## src/rtl/uart_ctrl_pkg.sv

```systemverilog
// Shared UART control definitions: arbiter FSM states and default frame parameters.
// Imported by the TX arbiter and available to the UART TX itself.
package uart_ctrl_pkg;

    localparam int unsigned DefDataW       = 8;
    localparam int unsigned DefBusyTimeout = 16;

    typedef enum logic [2:0] {
        StIdle,
        StLoad,
        StStart,
        StWaitBusy,
        StWaitDone,
        StDone
    } state_e;

endpackage

```

## src/rtl/rr_arbiter.sv

```systemverilog
// Combinational round-robin pick: lowest requesting index at or after ptr_i, wrapping.
module rr_arbiter #(
    parameter int unsigned NUM_REQ = 4,
    parameter int unsigned IDX_W   = $clog2(NUM_REQ)
) (
    input  logic [NUM_REQ-1:0] req_i,
    input  logic [IDX_W-1:0]   ptr_i,
    output logic [NUM_REQ-1:0] gnt_o,
    output logic [IDX_W-1:0]   idx_o,
    output logic               valid_o
);

    always_comb begin : pick
        int unsigned w_pos;
        logic [IDX_W-1:0] w_idx;
        gnt_o   = '0;
        idx_o   = '0;
        valid_o = 1'b0;
        w_pos   = 0;
        w_idx   = '0;
        for (int unsigned i = 0; i < NUM_REQ; i++) begin
            w_pos = 32'(ptr_i) + i;
            if (w_pos >= NUM_REQ) begin
                w_pos = w_pos - NUM_REQ;
            end
            w_idx = IDX_W'(w_pos);
            if (!valid_o && req_i[w_idx]) begin
                valid_o      = 1'b1;
                gnt_o[w_idx] = 1'b1;
                idx_o        = w_idx;
            end
        end
    end

endmodule

```

## src/rtl/uart_tx_arbiter.sv

```systemverilog
// Round-robin sharing of one UART transmitter among NUM_REQ byte sources.
// Sequences byte_ready/t_byte, tracks tx_busy_i, and flags a busy-timeout.
module uart_tx_arbiter
    import uart_ctrl_pkg::*;
#(
    parameter int unsigned NUM_REQ      = 4,
    parameter int unsigned DATA_W       = DefDataW,
    parameter int unsigned BUSY_TIMEOUT = DefBusyTimeout
) (
    input  logic                        clk_i,
    input  logic                        reset_i,
    input  logic [NUM_REQ-1:0]          req_i,
    input  logic [NUM_REQ*DATA_W-1:0]   req_data_i,
    output logic [NUM_REQ-1:0]          gnt_o,
    output logic [NUM_REQ-1:0]          done_o,
    output logic [DATA_W-1:0]           data_out_o,
    output logic                        byte_ready_o,
    output logic                        t_byte_o,
    input  logic                        tx_busy_i,
    output logic                        active_o,
    output logic [$clog2(NUM_REQ)-1:0]  owner_o,
    output logic                        err_o
);

    localparam int unsigned IdxW = $clog2(NUM_REQ);
    localparam int unsigned CntW = $clog2(BUSY_TIMEOUT + 1);

    state_e              r_state, w_state_next;
    logic [DATA_W-1:0]   r_data, w_data_next;
    logic [IdxW-1:0]     r_owner, w_owner_next;
    logic [IdxW-1:0]     r_ptr, w_ptr_next;
    logic [CntW-1:0]     r_cnt, w_cnt_next;
    logic                r_err, w_err_next;

    logic [NUM_REQ-1:0]  w_arb_gnt;
    logic [IdxW-1:0]     w_arb_idx;
    logic                w_arb_valid;
    logic [DATA_W-1:0]   w_arb_data;
    logic [IdxW-1:0]     w_ptr_wrap;
    logic [NUM_REQ-1:0]  w_owner_oh;

    rr_arbiter #(
        .NUM_REQ (NUM_REQ),
        .IDX_W   (IdxW)
    ) u_rr_arbiter (
        .req_i   (req_i),
        .ptr_i   (r_ptr),
        .gnt_o   (w_arb_gnt),
        .idx_o   (w_arb_idx),
        .valid_o (w_arb_valid)
    );

    // One-hot AND-OR select of the winner's byte.
    always_comb begin
        w_arb_data = '0;
        for (int unsigned k = 0; k < NUM_REQ; k++) begin
            if (w_arb_gnt[k]) begin
                w_arb_data = w_arb_data | req_data_i[k*DATA_W +: DATA_W];
            end
        end
    end

    assign w_ptr_wrap = (r_owner == IdxW'(NUM_REQ - 1)) ? '0 : r_owner + IdxW'(1);

    always_ff @(posedge clk_i) begin
        if (reset_i) begin
            r_state <= StIdle;
            r_data  <= '0;
            r_owner <= '0;
            r_ptr   <= '0;
            r_cnt   <= '0;
            r_err   <= 1'b0;
        end else begin
            r_state <= w_state_next;
            r_data  <= w_data_next;
            r_owner <= w_owner_next;
            r_ptr   <= w_ptr_next;
            r_cnt   <= w_cnt_next;
            r_err   <= w_err_next;
        end
    end

    always_comb begin
        w_state_next = r_state;
        w_data_next  = r_data;
        w_owner_next = r_owner;
        w_ptr_next   = r_ptr;
        w_cnt_next   = r_cnt;
        w_err_next   = r_err;
        unique case (r_state)
            StIdle: begin
                if (w_arb_valid) begin
                    w_state_next = StLoad;
                    w_data_next  = w_arb_data;
                    w_owner_next = w_arb_idx;
                end
            end
            StLoad: w_state_next = StStart;
            StStart: begin
                // r_cnt holds cycles elapsed since the t_byte_o strobe.
                w_state_next = StWaitBusy;
                w_cnt_next   = CntW'(1);
            end
            StWaitBusy: begin
                if (tx_busy_i) begin
                    w_state_next = StWaitDone;
                end else if (r_cnt >= CntW'(BUSY_TIMEOUT - 1)) begin
                    w_state_next = StIdle;
                    w_err_next   = 1'b1;
                    w_ptr_next   = w_ptr_wrap;
                end else begin
                    w_cnt_next = r_cnt + CntW'(1);
                end
            end
            StWaitDone: begin
                if (!tx_busy_i) begin
                    w_state_next = StDone;
                end
            end
            StDone: begin
                w_state_next = StIdle;
                w_ptr_next   = w_ptr_wrap;
            end
            default: w_state_next = StIdle;
        endcase
    end

    always_comb begin
        w_owner_oh          = '0;
        w_owner_oh[r_owner] = 1'b1;
    end

    assign gnt_o        = (r_state == StLoad) ? w_owner_oh : '0;
    assign done_o       = (r_state == StDone) ? w_owner_oh : '0;
    assign byte_ready_o = (r_state == StLoad);
    assign t_byte_o     = (r_state == StStart);
    assign active_o     = (r_state != StIdle);
    assign data_out_o   = r_data;
    assign owner_o      = r_owner;
    assign err_o        = r_err;

endmodule

```

## config.mk

```make
export PLATFORM = sky130hd
export DESIGN_NAME = uart_tx_arbiter
export DESIGN_NICKNAME = d
export VERILOG_FILES = /design/src/rtl/uart_ctrl_pkg.sv /design/src/rtl/rr_arbiter.sv /design/src/rtl/uart_tx_arbiter.sv
export SDC_FILE = /design/constraint.sdc
export NUM_CORES = 1
export LEC_CHECK = 0
export ABC_AREA = 1
export BUFFER_PORTS_ARGS = -buffer_cell sky130_fd_sc_hd__buf_2
export CAP_MARGIN = 20
export CORE_ASPECT_RATIO = 1.5
export CORE_MARGIN = 4
export CORE_UTILIZATION = 50
export CTS_CLUSTER_SIZE = 10
export DETAILED_ROUTE_END_ITERATION = 7
export GPL_TIMING_DRIVEN = 0
export PLACE_DENSITY = 0.85
export SETUP_SLACK_MARGIN = 0.1
export SLEW_MARGIN = 10
export SYNTH_ARGS = -nofsm -noshare
export SYNTH_HDL_FRONTEND = slang
export SYNTH_SLANG_ARGS = --single-unit
```

## constraint.sdc

```tcl
create_clock -name clk_i -period 2.4 [get_ports clk_i]
set_input_delay 0.48 -clock clk_i [delete_from_list [all_inputs] [get_ports clk_i]]
set_output_delay 0.48 -clock clk_i [all_outputs]
set_load 0.01 [all_outputs]
```

## Word level (Yosys, flattened, before mapping)

Cells that the tools add are included.

- Bits in registers: 21
- Latch bits: 0
- Memory bits (writable): 0
- Bits in read-only memories: 0
- Input port bits: 39
- Output and inout port bits: 22
- Word-level logic and storage cells: 121
- Memories: 0

- Add/sub/neg operators: 9
- Multipliers: 0
- Divide/modulo/power cells: 0
- Magnitude comparators: 15
- Equal/unequal tests: 12
- Shift operators: 0
- Mux-type cells: 52
- Bitwise logic cells: 7
- Reduce and logical (&&, ||, !) cells: 20

Operator list:

| operator | count |
|---|---|
| 2-to-1 mux 8 bit | 4 |
| 2-to-1 mux 4 bit | 6 |
| OR 8 bit | 3 |
| 2-to-1 mux 2 bit | 11 |
| < comparator 2 x 3 -> 1 bit (second input constant) | 5 |
| one-hot mux 3 bit (5 select lines) | 1 |
| 2-to-1 mux 1 bit | 13 |
| 2-to-1 mux 3 bit | 4 |
| OR 4 bit | 3 |
| AND reduction 3 bit | 4 |
| demux 1 bit (select 2 bit) | 5 |
| greater-or-equal comparator 2 x 1 -> 1 bit (second input constant) | 5 |
| 2-to-1 mux 5 bit | 2 |
| one-hot mux 5 bit (2 select lines) | 1 |
| greater-or-equal comparator 3 bit (second input constant) | 3 |
| binary-select mux 1 bit (select 2 bit) | 4 |
| logical AND 1 bit | 8 |
| != test 2 bit (second input constant) | 4 |
| subtractor 2 x 1 -> 2 bit (second input constant) | 4 |
| adder 2 x 2 -> 3 bit (second input constant) | 2 |
| == test 3 x 2 -> 1 bit (second input constant) | 2 |
| == test 3 bit (second input constant) | 2 |
| adder 5 x 1 -> 5 bit (second input constant) | 1 |
| greater-or-equal comparator 5 x 4 -> 1 bit (second input constant) | 1 |
| 14 further kinds | 17 |

## Longest topological paths before layout

Gate-level depths: netlist of the first run.

- Depth in word-level cells: 21
- Depth in mapped cells: 13
- Depth with buffers taken out: 13

## By module

Synthesis of the first run repeated with hierarchy kept, for this count alone.

- Cell total of the unflattened synthesis: 263
- Area total of the unflattened synthesis: 1686.6 µm²

By module, submodules not included:

| module | times used | cells an instance | area each (µm²) | sequential area each (µm²) |
|---|---|---|---|---|
| uart_tx_arbiter | 1 | 189 | 1246.2 | 420.4 |
| rr_arbiter | 1 | 74 | 440.4 | 0.0 |

## Worst setup path before layout of the first run

Ideal clock, no wire load.

- Path kind: flip-flop to flip-flop
- Start point: reg r_ptr[0]
- End point: reg r_owner[1], in the netlist owner_o[1]
- Library setup time: 0.117 ns
- Arrival: 1.901 ns
- Required time: 2.283 ns
- Setup slack: 0.382 ns
- Stages on the path, launching flop included: 14
- Buffers on the path: 1
- Period minus slack after synthesis: 2.018 ns
- Path through: dfxtp_1 -> inv_2 -> ha_1 -> inv_1 -> nand3_2 -> nand2_2 -> nand3_4 -> nor2_4 -> nand2_2 -> nand2_2 -> inv_4 -> buf_6 -> o21ai_1 -> nor2_1

- Cells in the longest elaborated chain, start to end: 15
- Elaborated cells between the ends (all ways): 38
- Those cells by class: 7 x add/sub; 4 x order compare; 20 x mux; 7 x reduce/logical

Ends and longest elaborated chain:

| what | line | RTL |
|---|---|---|
| start, declared | uart_tx_arbiter.sv:31 | `logic [IdxW-1:0] r_ptr, w_ptr_next;` |
| start signal, assigned | uart_tx_arbiter.sv:77 | `r_ptr <= w_ptr_next;` |
| branches (longest 15 deep; another with adder 2 x 1 -> 3 bit) | -- |  |
| end signal, assigned | uart_tx_arbiter.sv:76 | `r_owner <= w_owner_next;` |
| end, declared | uart_tx_arbiter.sv:30 | `logic [IdxW-1:0] r_owner, w_owner_next;` |

Several ways; the timed one is not identified. The select of a mux whose other input is x is not followed.
A chain may end at the register's enable or synchronous reset.

## Worst setup path in the final report of the first run

- Start point: reg r_ptr[1]
- End point: reg r_data[1], in the netlist data_out_o[1]

- Cells in the longest elaborated chain, start to end: 21
- Elaborated cells between the ends (all ways): 68
- Those cells by class: 7 x add/sub; 12 x order compare; 32 x mux; 6 x bitwise; 11 x reduce/logical

Ends and longest elaborated chain:

| what | line | RTL |
|---|---|---|
| branches (longest 21 deep; another with adder 2 x 1 -> 3 bit) | -- |  |
| end signal, assigned | uart_tx_arbiter.sv:75 | `r_data <= w_data_next;` |
| end, declared | uart_tx_arbiter.sv:29 | `logic [DATA_W-1:0] r_data, w_data_next;` |

Several ways; the timed one is not identified. The select of a mux whose other input is x is not followed.

==> metrics.csv, run 1 <==
metric,value,unit
outcome,"complete, no violations",
r2r-end,data_out_o[1],
period_share,89.6,%
numCtsBuffers,3,
synth_seq_cells,21,
gp_congestion,0.900,
nNetsFinal,377,
initial_core_util,52.3,%
drv_cap,0,
max_slew.worst_pin.slew,0.557,ns
setup_viol,0,
antenna_found_initial,0,
wl_per_cell,12.5,um
grt_usage,21.8,%
fp.dieH,78.7,um
cts_root_buf,clkbuf_8,
rr_worst_depth,12,
dieArea,4340,sq um
placedCellCount,355,
clkSinkCount,21,
hold_buffers,0,
leakage,1.10,nW
hold_class,in2reg,
wl,4530,um
syn_nets,308,
worstPathRequired,2.55,ns
syn_inst,255,
max-slew-margin-rel,62.6,%
fin_skew,0.00202,ns
grt.overflow.total,0,
hp-start,reset_i,
min_to,r_state[0],
path_clk_slew,0.08,ns
cts_buffer_depth,2,
grt_start_max_net_pins,13,
p_per_area,464,nW/um^2
drv_slew,0,
finish.instance_area,2140,sq um
rows,25,
hold_viol_final,0,
whs,0.492,ns
layout-drive-gt1-share,31.0,%
cts_tree,done,
final_util,67.1,%
antenna_cells,0,
drt-pass1-iter-count,4,
fin_cells,363,
place_area,2020,sq um
die_w,55.2,um
hpwlAfterDp,3490,um
seq_area_frac_synth,25.2,%
yosysWarnings,0,
ant_nets,0,
rsz0062_at_grt,false,
clock_latency,0.26,ns
io_buffers,60,
whs_path_depth,2,
period_needed,2.15,ns
timing.rr.start,r_ptr[1],
grt_pass1_vias,1759,
setup.worst_path.end_class,flop,
synth_area,1670,sq um
max-vdd-ir-drop,0.298,mV
ios,61,
fp.coreArea,3190,sq um
fmax,465,MHz
via_count,1867,
fin_tns_setup,0,ns
htreeDepth,1,
synth.avg_cell_area,6.54,sq um
arrival,2.30,ns
r2r_slack,0.25,ns
avgViaCountPerCell,5.14,
critPathLaunchType,flop,
route.detailed.drc,0,
drt-initial-drc-count,64,
synth_cell_types,32,
crit_fanout,8,
crit_type,reg2reg,
area_delta_synth_final,28.4,%
grt_pass1_wl,7260,um
==> synthesized netlist by cell type (all sizes together) <==
library cell | number | area (sq um)
nand2 | 75 | 307
nor2 | 40 | 165
inv | 31 | 119
nand3 | 22 | 165
dfxtp | 21 | 420
ha | 14 | 175
o21ai | 13 | 65.1
a21oi | 10 | 57.6
nor3 | 8 | 40.0
nand4 | 5 | 31.3
a31oi | 4 | 25.0
a21boi | 3 | 26.3
a211oi | 1 | 7.51
a22oi | 1 | 12.5
and2 | 1 | 6.26
buf | 1 | 11.3
clkbuf | 1 | 3.75
o211ai | 1 | 7.51
o21a | 1 | 7.51
o22ai | 1 | 6.26
xor2 | 1 | 8.76
==> state kept, by name, summed over array words and instances, names as in the netlist <==
signal      count
owner_o         2
data_out_o      8
r_cnt           5
err_o           1
r_state         3
r_ptr           2
==> worst max-delay path by stage <==
| stage | from | endpoint | slack, ns | cells after the start |
|---|---|---|---|---|
| after floorplan | r_ptr[0] | owner_o[1] | 0.38 | 13 |
| after global placement | r_ptr[0] | data_out_o[3] | 0.1 | 13 |
| after detailed placement | r_ptr[0] | data_out_o[3] | 0.09 | 13 |
| after CTS | r_ptr[0] | data_out_o[1] | 0.20 | 12 |
| after global routing | r_ptr[1] | data_out_o[6] | 0.10 | 13 |
| final | r_ptr[1] | data_out_o[1] | 0.25 | 12 |
==> routing by layer <==
| layer | GRT usage (%) | part of all wire [%] |
|---|---|---|
| met1 | 23.7 | 38 |
| met4 | 9.98 | 2.1 |
| met5 | 0 | 0 |
| met2 | 39.3 | 56 |
| met3 | 2.81 | 3.9 |
==> metrics by stage <==
stage / power, mW / worst slack (ns)
floorplan: 0.637 / 0.382
global placement: 0.747 / 0.0975
detailed placement: 0.755 / 0.0881
CTS: 0.983 / 0.195
global route: 1.06 / 0.102
finish: 0.993 / 0.250
==> worst max-delay path, stage by stage (launching register included) <==
cell        delay, ns
dfxtp_4          0.42
clkinvlp_4       0.17
ha_1             0.35
inv_2            0.09
nand3_2          0.07
nand2_2          0.10
nor2_2           0.09
a21oi_2          0.20
nand3_4          0.14
nand2_1          0.08
nand3_1          0.09
nor2_1           0.16
nor2_1           0.07
==> logic make-up (layout without fill, tap and decap cells) <==
group	after synthesis	count (layout)	share of synthesized area, %
AND/OR/NAND/NOR	151	151	42.8
XOR/XNOR	1	1	0.525
AO/OA/AOI/OAI	35	35	12.9
flip-flops	21	21	25.2
adder cells (fa/ha/maj)	14	14	10.5
buffers and inverters	33	101	8.03
==> cell usage in the layout, fill, tap and decap left out, drive strengths merged, types with 3 or more instances in the layout <==
cell,count
nand3,22
a21oi,10
nor2,40
nand4,5
nor3,8
a21boi,3
buf,65
o21ai,13
inv,30
dfxtp,21
clkbuf,4
ha,14
a31oi,4
nand2,75
==> what timing repair did <==
| item | 4_1_cts | 5_1_grt |
|---|---|---|
| endpoints found under the hold margin | 0 | 0 |
| endpoints found under the setup margin | 9 | 9 |
| buffers inserted | 0 | 4 |
| gates resized for setup | 2 | 9 |
| pin swaps | 0 | 0 |
==> power by group <==
group          switching [mW]  internal, mW
sequential             0.0300         0.382
clock                   0.118         0.116
combinational           0.211         0.136
total                   0.359         0.634
==> final cells by class <==
class                           count  area, sq um
Clock inverter                      1         5.00
Fill cell                         300         1050
Buffer                              2         15.0
Clock buffer                        3         41.3
Inverter                           31          123
Sequential cell                    21          428
Timing Repair Buffer               64          330
Multi-Input combinational cell    201         1150
Tap cell                           40         50.0
Note: power is estimated with default switching activity, not from simulation.
==> inputs of run 2 (changes only) <==
--- a/config.mk
+++ b/config.mk
@@ -15,6 +15,7 @@
 export DETAILED_ROUTE_END_ITERATION = 7
 export GPL_TIMING_DRIVEN = 0
 export PLACE_DENSITY = 0.85
+export REMOVE_ABC_BUFFERS = 1
 export SETUP_SLACK_MARGIN = 0.1
 export SLEW_MARGIN = 10
 export SYNTH_ARGS = -nofsm -noshare
==> metrics.csv, run 2 (synthesized netlist as in run 1, its figures left out) <==
metric,value,unit,change
slowest_delay,0.43,ns,about the same
via_count,1824,,-2.3%
power_frac_comb,33.8,%,-1.1 points
pwr-share-seq,42.0,%,+0.5 points
max-slew-margin-rel,58.5,%,-4.1 points
totalPowerFinal,0.979,mW,-1.4%
nNetsFinal,373,,-1.1%
drv_slew,0,,unchanged
pre_cts_ws,0.101,ns,+0.0126 ns
setup_ws,0.347,ns,+0.0973 ns
crit_type,reg2reg,,
io_buffers,60,,unchanged
grt.overflow.total,0,,unchanged
outcome,"complete, no violations",,
drt-initial-drc-count,43,,-33%
grt_start_max_net_pins,20,,+7
cp_slowest_cell,dfxtp_4,,
p_per_area,468,nW/um^2,+0.86%
arrival,2.21,ns,-0.09 ns
fin_skew,0.00528,ns,+0.00327 ns
clockPowerShare,24.2,%,+0.6 points
path_clk_slew,0.08,ns,about the same
worstPathRequired,2.56,ns,about the same
fin_cells,359,,-1.1%
setup.worst_path.end_class,flop,,
cts_buffer_depth,2,,unchanged
fin_tns_setup,0,ns,unchanged
critPathLaunchType,flop,,
wl_per_cell,12.2,um,-2.1%
fmax,487,MHz,+4.7%
whs,0.469,ns,-0.0229 ns
leakage,1.08,nW,-1.7%
gp_congestion,0.878,,-2.4%
avgViaCountPerCell,5.08,,-1.2%
hpwlAfterDp,3430,um,-1.8%
n_fill_cell,316,,+5.3%
max-vdd-ir-drop,0.294,mV,-1.5%
numCtsBuffers,3,,unchanged
fp.coreArea,3190,sq um,unchanged
final_util,65.6,%,-1.5 points
die_w,55.2,um,unchanged
layout_common_cells,"nand2_1, buf_2, nor2_1, inv_1, dfxtp_1",,
netSwitchingFraction,36.1,%,about the same
rsz0062_at_grt,false,,
htreeDepth,1,,unchanged
largest_reg_flops,8,,unchanged
grt_pass1_vias,1694,,-3.7%
cts_tree,done,,
max_slew.worst_pin.slew,0.618,ns,+0.0606 ns
grt_usage,21.2,%,-0.64 points
hold_viol_final,0,,unchanged
antenna_cells,0,,unchanged
crit_chain,"inv_2, ha_1, inv_1, nand3_2, nand2_2, nor2_4, a21oi_2, nand3_2, nand2_1, nand3_1, nor2_1, nor2_1",,
hold_class,in2reg,,
hold_buffers,0,,unchanged
crit_fanout,10,,+2
finish.instance_area,2090,sq um,-2.2%
ios,61,,unchanged
dieArea,4340,sq um,unchanged
p_int,0.626,mW,-1.3%
period_needed,2.05,ns,-0.0973 ns
rows,25,,unchanged
fp.dieH,78.7,um,unchanged
wl,4380,um,-3.1%
grt_pass1_wl,7130,um,-1.7%
cts_root_buf,clkbuf_8,,
setup_viol,0,,unchanged
drt-pass1-iter-count,4,,unchanged
ant_nets,0,,unchanged
initial_core_util,52.3,%,unchanged
final_common_cell,nand2_1,,
area_delta_synth_final,25.5,%,
place_area,2000,sq um,-0.74%
clock_latency,0.26,ns,about the same
antenna_found_initial,0,,unchanged
placedCellCount,353,,-0.56%
netSwitchingPower,0.354,mW,-1.5%
drv_cap,0,,unchanged
clkSinkCount,21,,unchanged
route.detailed.drc,0,,unchanged
period_share,85.5,%,-4.1 points
layout-drive-gt1-share,30.1,%,-0.87 points
-- run 2: final cells by class --
| cell class | instances | area (sq um) | share of cell area [%] |
|---|---|---|---|
| well taps | 40 | 50.0 | 2.39 |
| multi-input cells | 201 | 1130 | 54.0 |
| clock buffers | 3 | 41.3 | 1.97 |
| inverters | 31 | 123 | 5.86 |
| repair buffers | 62 | 315 | 15.1 |
| flip-flops and latches | 21 | 428 | 20.4 |
| clock inverters | 1 | 5.00 | 0.239 |
-- run 2: layer usage --
metal | GRT usage, % | part of all wire [%]
met1 | 23.8 | 40
met2 | 39.9 | 57
met3 | 1.31 | 2.9
met4 | 6.08 | 1.0
met5 | 0 | 0
-- run 2: critical path, delay by kind of cell (launching register included) --
family | cells | cell delay [ns]
buf+inv | 2 | 0.24
simple gates | 8 | 0.79
flops | 1 | 0.43
fa+ha+maj | 1 | 0.35
compound gates | 1 | 0.14
-- run 2: power groups by stage --
stage               Combinational [mW]  Sequential [mW]  Clock (mW)
floorplan                        0.199            0.430           0
global placement                 0.319            0.419           0
detailed placement               0.326            0.421           0
CTS                              0.327            0.413       0.240
global route                     0.375            0.418       0.252
finish                           0.331            0.412       0.237
-- run 2: path summary, 6_finish.rpt --
path | from | to | slack (ns) | cells past startpoint
setup / recovery | r_ptr[0] | data_out_o[6] | 0.35 | 12
setup reg to reg | r_ptr[0] | data_out_o[6] | 0.35 | 12
hold reg to reg | err_o | err_o | 0.50 | 2
hold / removal | reset_i | r_cnt[1] | 0.47 | 2
-- run 2: repair_timing --
action                                  in CTS  in global routing
resized for setup                            2                  6
setup buffers                                0                  2
endpoints found under the setup margin       8                  8
endpoints found under the hold margin        0                  0
